--- src/rtl/carry_save_adder_if.sv ---
// rtl/carry_save_adder_if.sv - operand/result bundle for carry_save_adder (Total present with CSA_FINAL_ADD_EN)
interface carry_save_adder_if #(
    parameter int WIDTH = 4
);
    logic             in_valid;
    logic [WIDTH-1:0] A;
    logic [WIDTH-1:0] B;
    logic [WIDTH-1:0] Cin;
    logic [WIDTH-1:0] Sum;
    logic [WIDTH-1:0] Cout;
    logic             out_valid;
`ifdef CSA_FINAL_ADD_EN
    logic [WIDTH+1:0] Total;
`endif

    modport master (
        output in_valid, A, B, Cin,
        input  Sum, Cout, out_valid
`ifdef CSA_FINAL_ADD_EN
        , input Total
`endif
    );

    modport slave (
        input  in_valid, A, B, Cin,
        output Sum, Cout, out_valid
`ifdef CSA_FINAL_ADD_EN
        , output Total
`endif
    );
endinterface

--- src/rtl/carry_save_adder.sv ---
// rtl/carry_save_adder.sv - registered WIDTH-bit 3:2 compressor; CSA_FINAL_ADD_EN adds a registered resolved Total
module carry_save_adder #(
    parameter int WIDTH = 4
) (
    input logic               clk,
    input logic               rst,
    carry_save_adder_if.slave bus
);
    logic [WIDTH-1:0] sum_next;
    logic [WIDTH-1:0] cout_next;
    logic [WIDTH-1:0] sum_q;
    logic [WIDTH-1:0] cout_q;
    logic             valid_q;

    // Each bit is an independent full adder; Cout keeps its own bit index (weight 2^(i+1)).
    always_comb begin
        sum_next  = bus.A ^ bus.B ^ bus.Cin;
        cout_next = (bus.A & bus.B) | (bus.B & bus.Cin) | (bus.Cin & bus.A);
    end

    // Data registers only load on a qualified input, so unknown operands never reach them.
    always_ff @(posedge clk or posedge rst) begin
        if (rst) begin
            sum_q   <= '0;
            cout_q  <= '0;
            valid_q <= 1'b0;
        end else begin
            valid_q <= bus.in_valid;
            if (bus.in_valid) begin
                sum_q  <= sum_next;
                cout_q <= cout_next;
            end
        end
    end

    assign bus.Sum       = sum_q;
    assign bus.Cout      = cout_q;
    assign bus.out_valid = valid_q;

`ifdef CSA_FINAL_ADD_EN
    logic [WIDTH+1:0] total_next;
    logic [WIDTH+1:0] total_q;

    // Two guard bits cover the worst case 3*(2^WIDTH-1).
    always_comb begin
        total_next = {2'b00, sum_next} + {1'b0, cout_next, 1'b0};
    end

    always_ff @(posedge clk or posedge rst) begin
        if (rst) begin
            total_q <= '0;
        end else if (bus.in_valid) begin
            total_q <= total_next;
        end
    end

    assign bus.Total = total_q;
`endif
endmodule

--- src/flat_wrapper.sv ---
// flat-port wrapper written by rule: the top's interface ports become plain ports
module carry_save_adder_flat 
#(
    parameter int WIDTH = 4
)
  (clk, rst, bus_in_valid, bus_A, bus_B, bus_Cin, bus_Sum, bus_Cout, bus_out_valid);
  carry_save_adder_if #(.WIDTH(WIDTH)) bus_i ();
  input logic clk;
  input logic rst;
  input wire logic [$bits(bus_i.in_valid)-1:0] bus_in_valid;
  input wire logic [$bits(bus_i.A)-1:0] bus_A;
  input wire logic [$bits(bus_i.B)-1:0] bus_B;
  input wire logic [$bits(bus_i.Cin)-1:0] bus_Cin;
  output wire logic [$bits(bus_i.Sum)-1:0] bus_Sum;
  output wire logic [$bits(bus_i.Cout)-1:0] bus_Cout;
  output wire logic [$bits(bus_i.out_valid)-1:0] bus_out_valid;
  assign bus_i.in_valid = bus_in_valid;
  assign bus_i.A = bus_A;
  assign bus_i.B = bus_B;
  assign bus_i.Cin = bus_Cin;
  assign bus_Sum = bus_i.Sum;
  assign bus_Cout = bus_i.Cout;
  assign bus_out_valid = bus_i.out_valid;
  carry_save_adder #(.WIDTH(WIDTH)) u_core (.clk(clk), .rst(rst), .bus(bus_i));
endmodule
--- config.mk ---
export PLATFORM = sky130hd
export DESIGN_NAME = carry_save_adder_flat
export DESIGN_NICKNAME = d
export VERILOG_FILES = /design/src/rtl/carry_save_adder_if.sv /design/src/rtl/carry_save_adder.sv /design/src/flat_wrapper.sv
export SDC_FILE = /design/constraint.sdc
export NUM_CORES = 1
export LEC_CHECK = 0
export CAP_MARGIN = 20
export CORE_AREA = 4 4 41 43
export DETAILED_ROUTE_END_ITERATION = 12
export DIE_AREA = 0 0 45 47
export GPL_TIMING_DRIVEN = 1
export PLACE_DENSITY = 0.73
export RECOVER_POWER = 50
export SLEW_MARGIN = 20
export SYNTH_ARGS = -nofsm -noshare
export SYNTH_HDL_FRONTEND = slang
export SYNTH_SLANG_ARGS = --single-unit
--- constraint.sdc ---
create_clock -name clk -period 2.2 [get_ports clk]
set_input_delay 0.44 -clock clk [delete_from_list [all_inputs] [get_ports clk]]
set_output_delay 0.44 -clock clk [all_outputs]
set_load 0.05 [all_outputs]
Yosys cells after proc, flatten, opt, wreduce, memory -nomap -nowiden

Cells that the tools add are included.

Bitwise gates (word level): 7

Operators by type and width:

| kind          | count |
|---|---|
| $and A4 B4 Y4 | 3 |
| $or A4 B4 Y4  | 2 |
| $xor A4 B4 Y4 | 2 |

Word-level logic and storage cells: 10
Output and inout port bits: 9
Input bits: 15
Register bits after elaboration: 9

Depth between registers and ports, before layout

Gate-level depths: netlist of run 1.

Depth after elaboration: 3
Mapped depth: 2
Mapped depth without buffers: 2

Worst setup path before layout of run 1

No wires, ideal clock.

Path type: input port to flip-flop
From: input bus_Cin[0]
To: register u_core.sum_q[0], in the netlist u_core.bus.Sum[0]
Library setup time: 0.125 ns
Cell stages on the path: 2
Path buffers: 0
Arrival: 1.144 ns
Required time: 2.075 ns
Setup slack: 0.931 ns
Cells stage by stage: fa_1 -> mux2_4

Cells in the longest elaborated chain, start to end: 1

RTL lines:

| element              | RTL line               | source |
|---|---|---|
| start, declared      | flat_wrapper.sv:13     | `input wire logic [$bits(bus_i.Cin)-1:0] bus_Cin;` |
| $xor A4 B4 Y4        | carry_save_adder.sv:17 | `sum_next = bus.A ^ bus.B ^ bus.Cin;` |
| end signal, assigned | carry_save_adder.sv:30 | `sum_q <= sum_next;` |
| end, declared        | carry_save_adder.sv:11 | `logic [WIDTH-1:0] sum_q;` |

Every way passes these cells.
A chain may end at the register's enable or synchronous reset.

Worst setup path in the final report of run 1

From: register u_core.cout_q[2], in the netlist u_core.bus.Cout[2]
To: output bus_Cout[2]

RTL lines:

| element                | RTL line               | source |
|---|---|---|
| start, declared        | carry_save_adder.sv:12 | `logic [WIDTH-1:0] cout_q;` |
| start signal, assigned | carry_save_adder.sv:31 | `cout_q <= cout_next;` |
| end, declared          | flat_wrapper.sv:15     | `output wire logic [$bits(bus_i.Cout)-1:0] bus_Cout;` |

No word-level cell between the ends.

==> summary.txt, run 1 <==
STA
  • Final Skew: 0 ns
  • Pin slew with the least headroom to its limit: 0.512 ns
  • Crit path time final: 1.87 ns
  • Final Slew Violations: 0
  • # setup viols final: 0
  • RSZ-0062 raised after global routing: false
  • Fmax: 535 MHz
  • Slew margin rel.: 65.7%
  • Setup_tns: 0 ns
  • Final hold vios: 0
  • Share of the cycle needed by the critical path after routing: 84.9%

Setup path
  • Worst-path maximum fanout: 2
  • WP depth: 1
  • Setup CP Type: reg -> out
  • Reg2Reg Setup Slack: 1.40 ns
  • Critical Path RT: 1.76 ns
  • WP buf/inv: 1
  • R2r startpoint: u_core.bus.Cout[2]
  • Worst r2r dst: u_core.bus.Cout[2]
  • CP max stage cell: clkdlybuf4s50_1
  • Critical Path End Type: output port
  • CP max stage delay: 0.82 ns
  • Worst path cell trace: clkdlybuf4s50_1
  • Crit path DAT: 1.43 ns
  • Worst setup SP type: flip-flop
  • CP delay by family, top: buffers and inverters
  • R2R cell count: 1

Global route
  • First-pass GRT wire length: 1.64 mm
  • Largest net degree at the start of global routing: 10
  • Total congestion overflow after global routing: 0
  • Gr usage total: 11.4%
  • Vias in the first global route: 376
  • Initial antenna violation count: 0

Detailed routing
  • Routed WL per cell: 15.5 um
  • Pre-Repair DR Iteration Count: 2
  • Total number of vias: 289
  • Vias per Instance: 4.52
  • Residual DRC count: 0
  • First DRT Iteration DRCs: 3
  • WL final: 990 um
  • Remaining antenna violation count: 0

Logic synthesis
  • Post-synth design cell area: 440 um^2
  • Distinct cells, synth: 5
  • Post-synthesis sequential element count: 9
  • Sequential cell area fraction in the yosys report: 51.1%
  • Cell count after synthesis: 23
  • Ys Warns: 0
  • Syn_nets: 42
  • Post-synthesis area per instance: 19.1 um^2

Clocking
  • Post-CTS Setup Repair Bufs: 0
  • CTS Buffer Depth: 2
  • Num CTS Buffers: 3
  • H-tree depth: 1
  • Post-CTS sizing: 0
  • Clock tree root buffer cell: clkbuf_4
  • Clk pin slew, worst setup/hold paths: 0.06 ns
  • CTS tree: done
  • Post-CTS Hold Buffers: 0
  • Skew-Pair Late Insertion Delay: 0.25 ns
  • Clock sink count: 9

Finish
  • N_diodes: 0
  • Seq. cell area: 225 um^2
  • Synth-to-layout area growth: 57.4%
  • Post-route cell area: 693 um^2
  • Final Net Count: 69
  • Multi-input gate area in the final layout: 189 um^2
  • Fill count: 123
  • Share of post-route cells with drive strength above 1: 16.3%
  • Final cell count without fillers: 64

Power and ir drop
  • Sequential share of power: 37.3%
  • Clk pwr share: 22.3%
  • Sw power: 0.192 mW
  • Switch share: 35.2%
  • Leakage: 0.298 nW
  • Combinational share of power: 40.4%
  • Internal: 0.354 mW
  • Peak supply drop: 0.000388 V
  • Power Density: 789 mW/mm^2

Floorplan
  • Die Ht: 47 um
  • Core Area: 0.00130 mm^2
  • Die area: 0.00212 mm^2
  • Core Rows: 13
  • IO Count: 24
  • Starting Density: 33.8%
  • Die X: 45 um

Hold path
  • Worst hold stages: 1
  • Hold path endpoint: u_core.bus.Cout[1]
  • Worst Hold Class: reg -> reg
  • Worst Min Path Start: u_core.bus.Cout[1]

Run status
  • Status: completed

Placement
  • GP Congestion: 0.670
  • PortBufs: 23
  • DP Area: 678 um^2
  • Placed insts: 60

Job
  • Max-Cap Viols: 0
## logic make-up after synthesis
logic type | count (synthesis) | share of synthesized area (%)
multiplexers | 8 | 27.3
buffers and inverters | 2 | 3.41
adder cells (fa/ha/maj) | 4 | 18.2
flip-flops | 9 | 51.1
## sequential cells by signal, indices dropped and copies added (netlist names)
| register | cells |
|---|---|
| u_core.bus.Cout | 4 |
| u_core.bus.Sum | 4 |
| u_core.bus.out_valid | 1 |
## final cells by class
cell class              count  share of cell area (%)
multi-input cells          12                    27.3
clock buffers               4                    3.79
well taps                  15                    2.71
repair buffers             23                    33.2
inverters                   1                   0.542
flip-flops and latches      9                    32.5
## placed cells by master (no fill, tap or decap), drive strengths merged
cell type      instances
fa                     4
clkdlybuf4s50         21
mux2                   8
dlygate4sd3            2
inv                    1
dfrtp                  9
clkbuf                 4
## power groups by stage
| stage | Clock (mW) | Sequential [mW] | Combinational [mW] |
|---|---|---|---|
| 6_report | 0.122 | 0.204 | 0.221 |
| 3_3_place_gp | 0 | 0.205 | 0.226 |
| 5_1_grt | 0.144 | 0.207 | 0.232 |
| 2_1_floorplan | 0 | 0.295 | 0.0524 |
| 4_1_cts | 0.131 | 0.205 | 0.232 |
| 3_5_place_dp | 0 | 0.208 | 0.231 |
## worst max-delay path by stage
stage	startpoint	slack [ns]	endpoint
5_1_grt	u_core.bus.Cout[0]	0.29	bus_Cout[0]
4_1_cts	u_core.bus.Cout[2]	0.31	bus_Cout[2]
3_5_place_dp	bus_Cin[1]	0.45	u_core.bus.Sum[1]
2_1_floorplan	bus_Cin[0]	0.93	u_core.bus.Sum[0]
3_3_place_gp	bus_Cin[1]	0.47	u_core.bus.Sum[1]
6_report	u_core.bus.Cout[2]	0.33	bus_Cout[2]
## stage by stage
stage / hold slack, ns / util (%) / setup slack, ns / power (mW)
final: 0.509 / 53.3 / 0.331 / 0.547
after global routing: 0.535 / 53.3 / 0.288 / 0.583
after CTS: 0.464 / 54.1 / 0.309 / 0.567
after detailed placement: 0.496 / 52.1 / 0.447 / 0.438
after global placement: 0.493 / 52.1 / 0.468 / 0.431
after floorplan: 0.268 / - / 0.931 / 0.347
## synthesized netlist by cell type
master,count,area (um^2)
dfrtp_1,9,225
inv_1,1,3.75
buf_6,1,11.3
mux2_4,8,120
fa_1,4,80.1
## routing by layer
| layer | track usage [%] | part of all wire [%] |
|---|---|---|
| met5 | 0 | 0 |
| met2 | 22.0 | 54 |
| met1 | 11.2 | 36 |
| met4 | 3.51 | 0 |
| met3 | 4.21 | 10 |
(Power assumes the default switching activity.)
==> run 2: changes to the inputs <==
- clock period: 2.2 -> 1.8 ns (I/O delays scaled with it)
==> run 2 against run 1 <==
Effect of this change: sequential share of layout area grew 0.54 points; first-iteration DRC count shrank 33%; worst hold slack lost 0.0031 ns; register-to-register slack lost 0.38 ns; via count grew 1.7%; core utilization shrank 0.87 points; combinational power grew 18%; count of clock-buffer cells in the layout is the same; design area shrank 1.6%; die area is the same; highest routed layer unchanged.
==> summary.txt, run 2 (same netlist as run 1, synthesis figures left out) <==
Global route
  • Gr usage total: 11.7% (+0.31 points)
  • GR Util met3: 3.45% (-0.77 points)
  • Met2 usage in global routing: 22.3% (+0.28 points)
  • Largest net degree at the start of global routing: 10 (unchanged)
  • Vias in the first global route: 377 (+0.27%)
  • Total congestion overflow after global routing: 0 (unchanged)
  • First-pass GRT wire length: 1.68 mm (+2.5%)
  • Grt met1 use: 12.3% (+1.2 points)
  • Busiest grt layer: met2
  • Initial antenna violation count: 0 (unchanged)

Finish
  • Final Net Count: 71 (+2.9%)
  • Share of post-route cells with drive strength above 1: 35.3% (+19 points)
  • Post-route cell area: 682 um^2 (-1.6%)
  • Final core occ: 52.4% (-0.87 points)
  • Most frequent cells in the layout: clkdlybuf4s50_1 (13), dfrtp_1 (9), mux2_4 (8)
  • Commonest non-fill, non-tap cell in the layout: clkdlybuf4s50_1
  • Synth-to-layout area growth: 54.8%
  • N_diodes: 0 (unchanged)

Floorplan
  • Core Rows: 13 (unchanged)
  • Core Area: 0.00130 mm^2 (unchanged)
  • Die X: 45 um (unchanged)
  • IO Count: 24 (unchanged)
  • Die area: 0.00212 mm^2 (unchanged)
  • Starting Density: 33.8% (unchanged)
  • Die Ht: 47 um (unchanged)

Clocking
  • CTS tree: done
  • Post-CTS Hold Buffers: 0 (unchanged)
  • Num CTS Buffers: 3 (unchanged)
  • Clk pin slew, worst setup/hold paths: 0.06 ns (about the same)
  • Post-CTS sizing: 0 (unchanged)
  • H-tree depth: 1 (unchanged)
  • Clock tree root buffer cell: clkbuf_4
  • CTS Buffer Depth: 2 (unchanged)
  • Clock sink count: 9 (unchanged)
  • Skew-Pair Late Insertion Delay: 0.25 ns (about the same)
  • Post-CTS Setup Repair Bufs: 0 (unchanged)

STA
  • Final Skew: 0 ns (unchanged)
  • Fmax: 698 MHz
  • Crit path time final: 1.43 ns
  • Final hold vios: 0 (unchanged)
  • Final Slew Violations: 0 (unchanged)
  • Setup_tns: 0 ns (unchanged)
  • Share of the cycle needed by the critical path after routing: 79.6%
  • Slew margin rel.: 60.4% (-5.4 points)
  • # setup viols final: 0 (unchanged)
  • Pin slew with the least headroom to its limit: 0.597 ns (+0.0849 ns)
  • RSZ-0062 raised after global routing: false

Detailed routing
  • WL final: 967 um (-2.3%)
  • Vias per Instance: 4.45 (-1.4%)
  • Routed WL per cell: 14.7 um (-5.3%)
  • Remaining antenna violation count: 0 (unchanged)
  • Total number of vias: 294 (+1.7%)
  • Pre-Repair DR Iteration Count: 2 (unchanged)
  • Residual DRC count: 0 (unchanged)
  • First DRT Iteration DRCs: 2 (-1)

Placement
  • DP Area: 671 um^2 (-1.1%)
  • GP Congestion: 0.706 (+5.4%)
  • PortBufs: 23 (unchanged)

Power and ir drop
  • Power Density: 979 mW/mm^2 (+24%)
  • Peak supply drop: 0.000451 V (+16%)
  • Leakage: 0.314 nW (+5.2%)

Setup path
  • Reg2Reg Setup Slack: 1.02 ns (-0.38 ns)
  • CP max stage cell: clkbuf_1
  • Critical Path End Type: output port
  • Setup CP Type: reg -> out
  • Worst-path maximum fanout: 2 (unchanged)
  • Critical Path RT: 1.44 ns (-0.32 ns)
  • CP max stage delay: 0.47 ns (-0.35 ns)
  • Worst setup SP type: flip-flop
  • Worst path cell trace: clkbuf_1
  • Crit path DAT: 1.07 ns (-0.36 ns)
  • CP delay by family, top: buffers and inverters
  • WP buf/inv: 1 (unchanged)

Job
  • Max-Cap Viols: 0 (unchanged)

Hold path
  • Worst Hold Class: in -> async

Run status
  • Status: completed
==> run 2: layer usage <==
| layer | part of all wire, % | up-vias | wire, um |
|---|---|---|---|
| li1 | - | 131 | - |
| met1 | 39 | 146 | 373 |
| met2 | 52 | 17 | 499 |
| met3 | 9.7 | 0 | 94 |
| met4 | 0 | 0 | 0 |
| met5 | 0 | - | 0 |
==> run 2: final timing paths <==
kind,start,to,cells past startpoint
min in group clk,u_core.bus.Sum[3],u_core.bus.Sum[3],1
worst min-delay path,rst,u_core.bus.Cout[2],2
worst min register to register,u_core.bus.Sum[3],u_core.bus.Sum[3],1
worst max register to register,u_core.bus.Cout[0],u_core.bus.Cout[0],1
max in group asynchronous,rst,u_core.bus.Sum[3],2
worst max-delay path,u_core.bus.Sum[0],bus_Sum[0],1
==> run 2: area by class of cell <==
cell class                      instances  area (um^2)
Multi-Input combinational cell         12          200
Fill cell                             126          619
Clock buffer                            4         26.3
Timing Repair Buffer                   25          208
Inverter                                1         3.75
Sequential cell                         9          225
Tap cell                               15         18.8
==> run 2: power breakdown <==
| part | switching, mW | internal [mW] |
|---|---|---|
| Sequential | 0.0182 | 0.233 |
| Clock | 0.0705 | 0.0854 |
| Combinational | 0.154 | 0.106 |
==> run 2: through the flow <==
step           power (mW)  hold slack, ns  worst slack, ns  instances
6_report            0.668           0.506            0.367         66
5_1_grt             0.707           0.531            0.317         66
4_1_cts             0.689           0.384            0.381         66
3_5_place_dp        0.528           0.501            0.117         62
3_3_place_gp        0.520           0.497            0.149         62
2_1_floorplan       0.424           0.188            0.611         23
==> run 3: changes to the inputs <==
- CORE_AREA: 4 4 41 43 -> default
- CORE_MARGIN: default -> 4
- CORE_UTILIZATION: default -> 32
- DIE_AREA: 0 0 45 47 -> default
- PLACE_DENSITY: 0.73 -> 0.74
- clock period: 1.8 -> 1.3 ns (I/O delays scaled with it)
==> run 3 against run 2 <==
Effect of this change: the flow now finishes with violations (setup timing); cell count did not move; die area fell by 3.8%; clock power is 39% higher; critical path depth increased by 2; worst hold slack lost 0.093 ns; sequential cell count unchanged; sequential power up 46%; critical path type is now in -> reg; critical endpoint is now u_core.bus.Sum[0]; largest cell class is now non-clock buffers.
==> summary.txt, run 3 (same netlist as run 1, synthesis figures left out) <==
Run status
  • Status: complete, but fails checks
  • Failing checks: setup timing

Floorplan
  • Core Area: 0.00130 mm^2 (unchanged)
  • IO Count: 24 (unchanged)
  • Core Rows: 13 (unchanged)
  • Die X: 45.1 um (+0.22%)
  • Die Ht: 45.1 um (-4.0%)
  • Starting Density: 33.8% (unchanged)
  • Die area: 0.00203 mm^2 (-3.8%)

Placement
  • Hpwl dp: 1.01 mm
  • PortBufs: 23 (unchanged)
  • Placed insts: 62 (unchanged)
  • GP Congestion: 0.690 (-2.2%)

STA
  • Final Slew Violations: 0 (unchanged)
  • Final Skew: 0 ns (unchanged)
  • # setup viols final: 1 (+1)
  • Pin slew with the least headroom to its limit: 0.346 ns (-0.252 ns)
  • RSZ-0062 raised after global routing: false
  • Worst Hold Margin: 0.413 ns (-0.0934 ns)
  • Share of the cycle needed by the critical path after routing: 100%
  • Fmax: 768 MHz
  • Slew margin rel.: 76.9% (+17 points)
  • Setup_tns: -0.00138 ns (-0.00138 ns)
  • Final hold vios: 0 (unchanged)
  • PnR worst setup slack: -0.00138 ns (-0.369 ns)
  • Crit path time final: 1.30 ns

Global route
  • Gr usage total: 13.3% (+1.6 points)
  • Initial antenna violation count: 0 (unchanged)
  • Vias in the first global route: 389 (+3.2%)
  • Largest net degree at the start of global routing: 10 (unchanged)
  • Total congestion overflow after global routing: 0 (unchanged)
  • First-pass GRT wire length: 1.79 mm (+6.6%)

Setup path
  • Worst setup SP type: input pin
  • Critical Path End Type: flip-flop
  • Crit path DAT: 1.44 ns (+0.37 ns)
  • Critical Path RT: 1.44 ns (about the same)
  • Setup CP Type: in -> reg
  • Worst-path maximum fanout: 1 (-1)

Clocking
  • H-tree depth: 1 (unchanged)
  • CTS Buffer Depth: 2 (unchanged)
  • Post-CTS Setup Repair Bufs: 0 (unchanged)
  • Clock tree root buffer cell: clkbuf_4
  • Num CTS Buffers: 3 (unchanged)
  • Skew-Pair Late Insertion Delay: 0.26 ns (about the same)
  • CTS tree: done
  • Clk pin slew, worst setup/hold paths: 0.06 ns (about the same)
  • Clock sink count: 9 (unchanged)

Job
  • Max-Cap Viols: 0 (unchanged)

Power and ir drop
  • Leakage: 0.386 nW (+23%)
  • Power Density: 1310 mW/mm^2 (+34%)
  • Pwr Total: 1.04 mW (+56%)
  • Peak supply drop: 0.000620 V (+37%)

Finish
  • Synth-to-layout area growth: 80.1%
  • Commonest non-fill, non-tap cell in the layout: dfrtp_1
  • N_diodes: 0 (unchanged)
  • Most frequent cells in the layout: dfrtp_1 (9), mux2_4 (8), buf_12 (8)
  • Final Net Count: 71 (unchanged)
  • Share of post-route cells with drive strength above 1: 43.1% (+7.8 points)
  • Final cell count without fillers: 66 (unchanged)
  • Fill count: 111 (-12%)

Detailed routing
  • Vias per Instance: 4.48 (+0.68%)
  • Total number of vias: 296 (+0.68%)
  • First DRT Iteration DRCs: 0 (-2)
  • Routed WL per cell: 17.6 um (+20%)
  • WL final: 1.16 mm (+20%)
  • Residual DRC count: 0 (unchanged)
  • Pre-Repair DR Iteration Count: 1 (-1)
  • Remaining antenna violation count: 0 (unchanged)

Hold path
  • Worst Hold Class: in -> async
## run 3: cell type report
class / instances / area (um^2) / share of cell area, %
inverter: 1 / 3.75 / 0.473
sequential: 9 / 225 / 28.4
multi-input combinational: 12 / 200 / 25.2
tap: 15 / 18.8 / 2.37
timing repair buffer: 25 / 319 / 40.2
clock buffer: 4 / 26.3 / 3.31
## run 3: worst max-delay path, cell delays in order
cell             delay (ns)
clkdlybuf4s50_1        0.44
fa_1                   0.48
mux2_4                 0.26
## run 3: stage by stage
step | util (%) | setup slack [ns] | instance area [um^2]
after floorplan | - | 0.211 | 440
after global placement | 61.2 | -0.251 | 796
after detailed placement | 61.2 | -0.281 | 796
after CTS | 62.9 | 0.00107 | 818
after global routing | 61.0 | 0.000747 | 793
final | 61.0 | -0.00138 | 793
## run 3: path summary, 6_finish.rpt
| path | start | end | slack [ns] | cells after the start |
|---|---|---|---|---|
| max | bus_Cin[0] | u_core.bus.Sum[0] | -0.001 | 3 |
| min | rst | u_core.bus.out_valid | 0.41 | 2 |
| max reg2reg | u_core.bus.Sum[2] | u_core.bus.Sum[2] | 0.48 | 1 |
| min reg2reg | u_core.bus.Sum[0] | u_core.bus.Sum[0] | 0.51 | 1 |
| max in group asynchronous | rst | u_core.bus.Cout[3] | 0.64 | 2 |
| min in group clk | bus_A[2] | u_core.bus.Sum[2] | 0.46 | 3 |
## run 3: where the power goes
part / internal, mW / switching (mW) / leakage (nW)
Clock: 0.118 / 0.0985 / 0.0150
Sequential: 0.322 / 0.0448 / 0.105
Combinational: 0.240 / 0.219 / 0.266
## run 3: routing by layer
| metal | up-vias | GRT usage [%] | wire length (um) |
|---|---|---|---|
| li1 | 131 | - | - |
| met1 | 152 | 12.2 | 362 |
| met3 | 0 | 5.18 | 86 |
| met4 | 0 | 5.26 | 0 |
| met5 | - | 0 | 0 |
| met2 | 13 | 25.4 | 716 |
## run 3: timing repair
item | in CTS | in global routing
resized for setup | 3 | 2
setup endpoints to repair | 2 | 2
cloned | 0 | 0
pin swaps | 1 | 2
hold buffers | 0 | 0
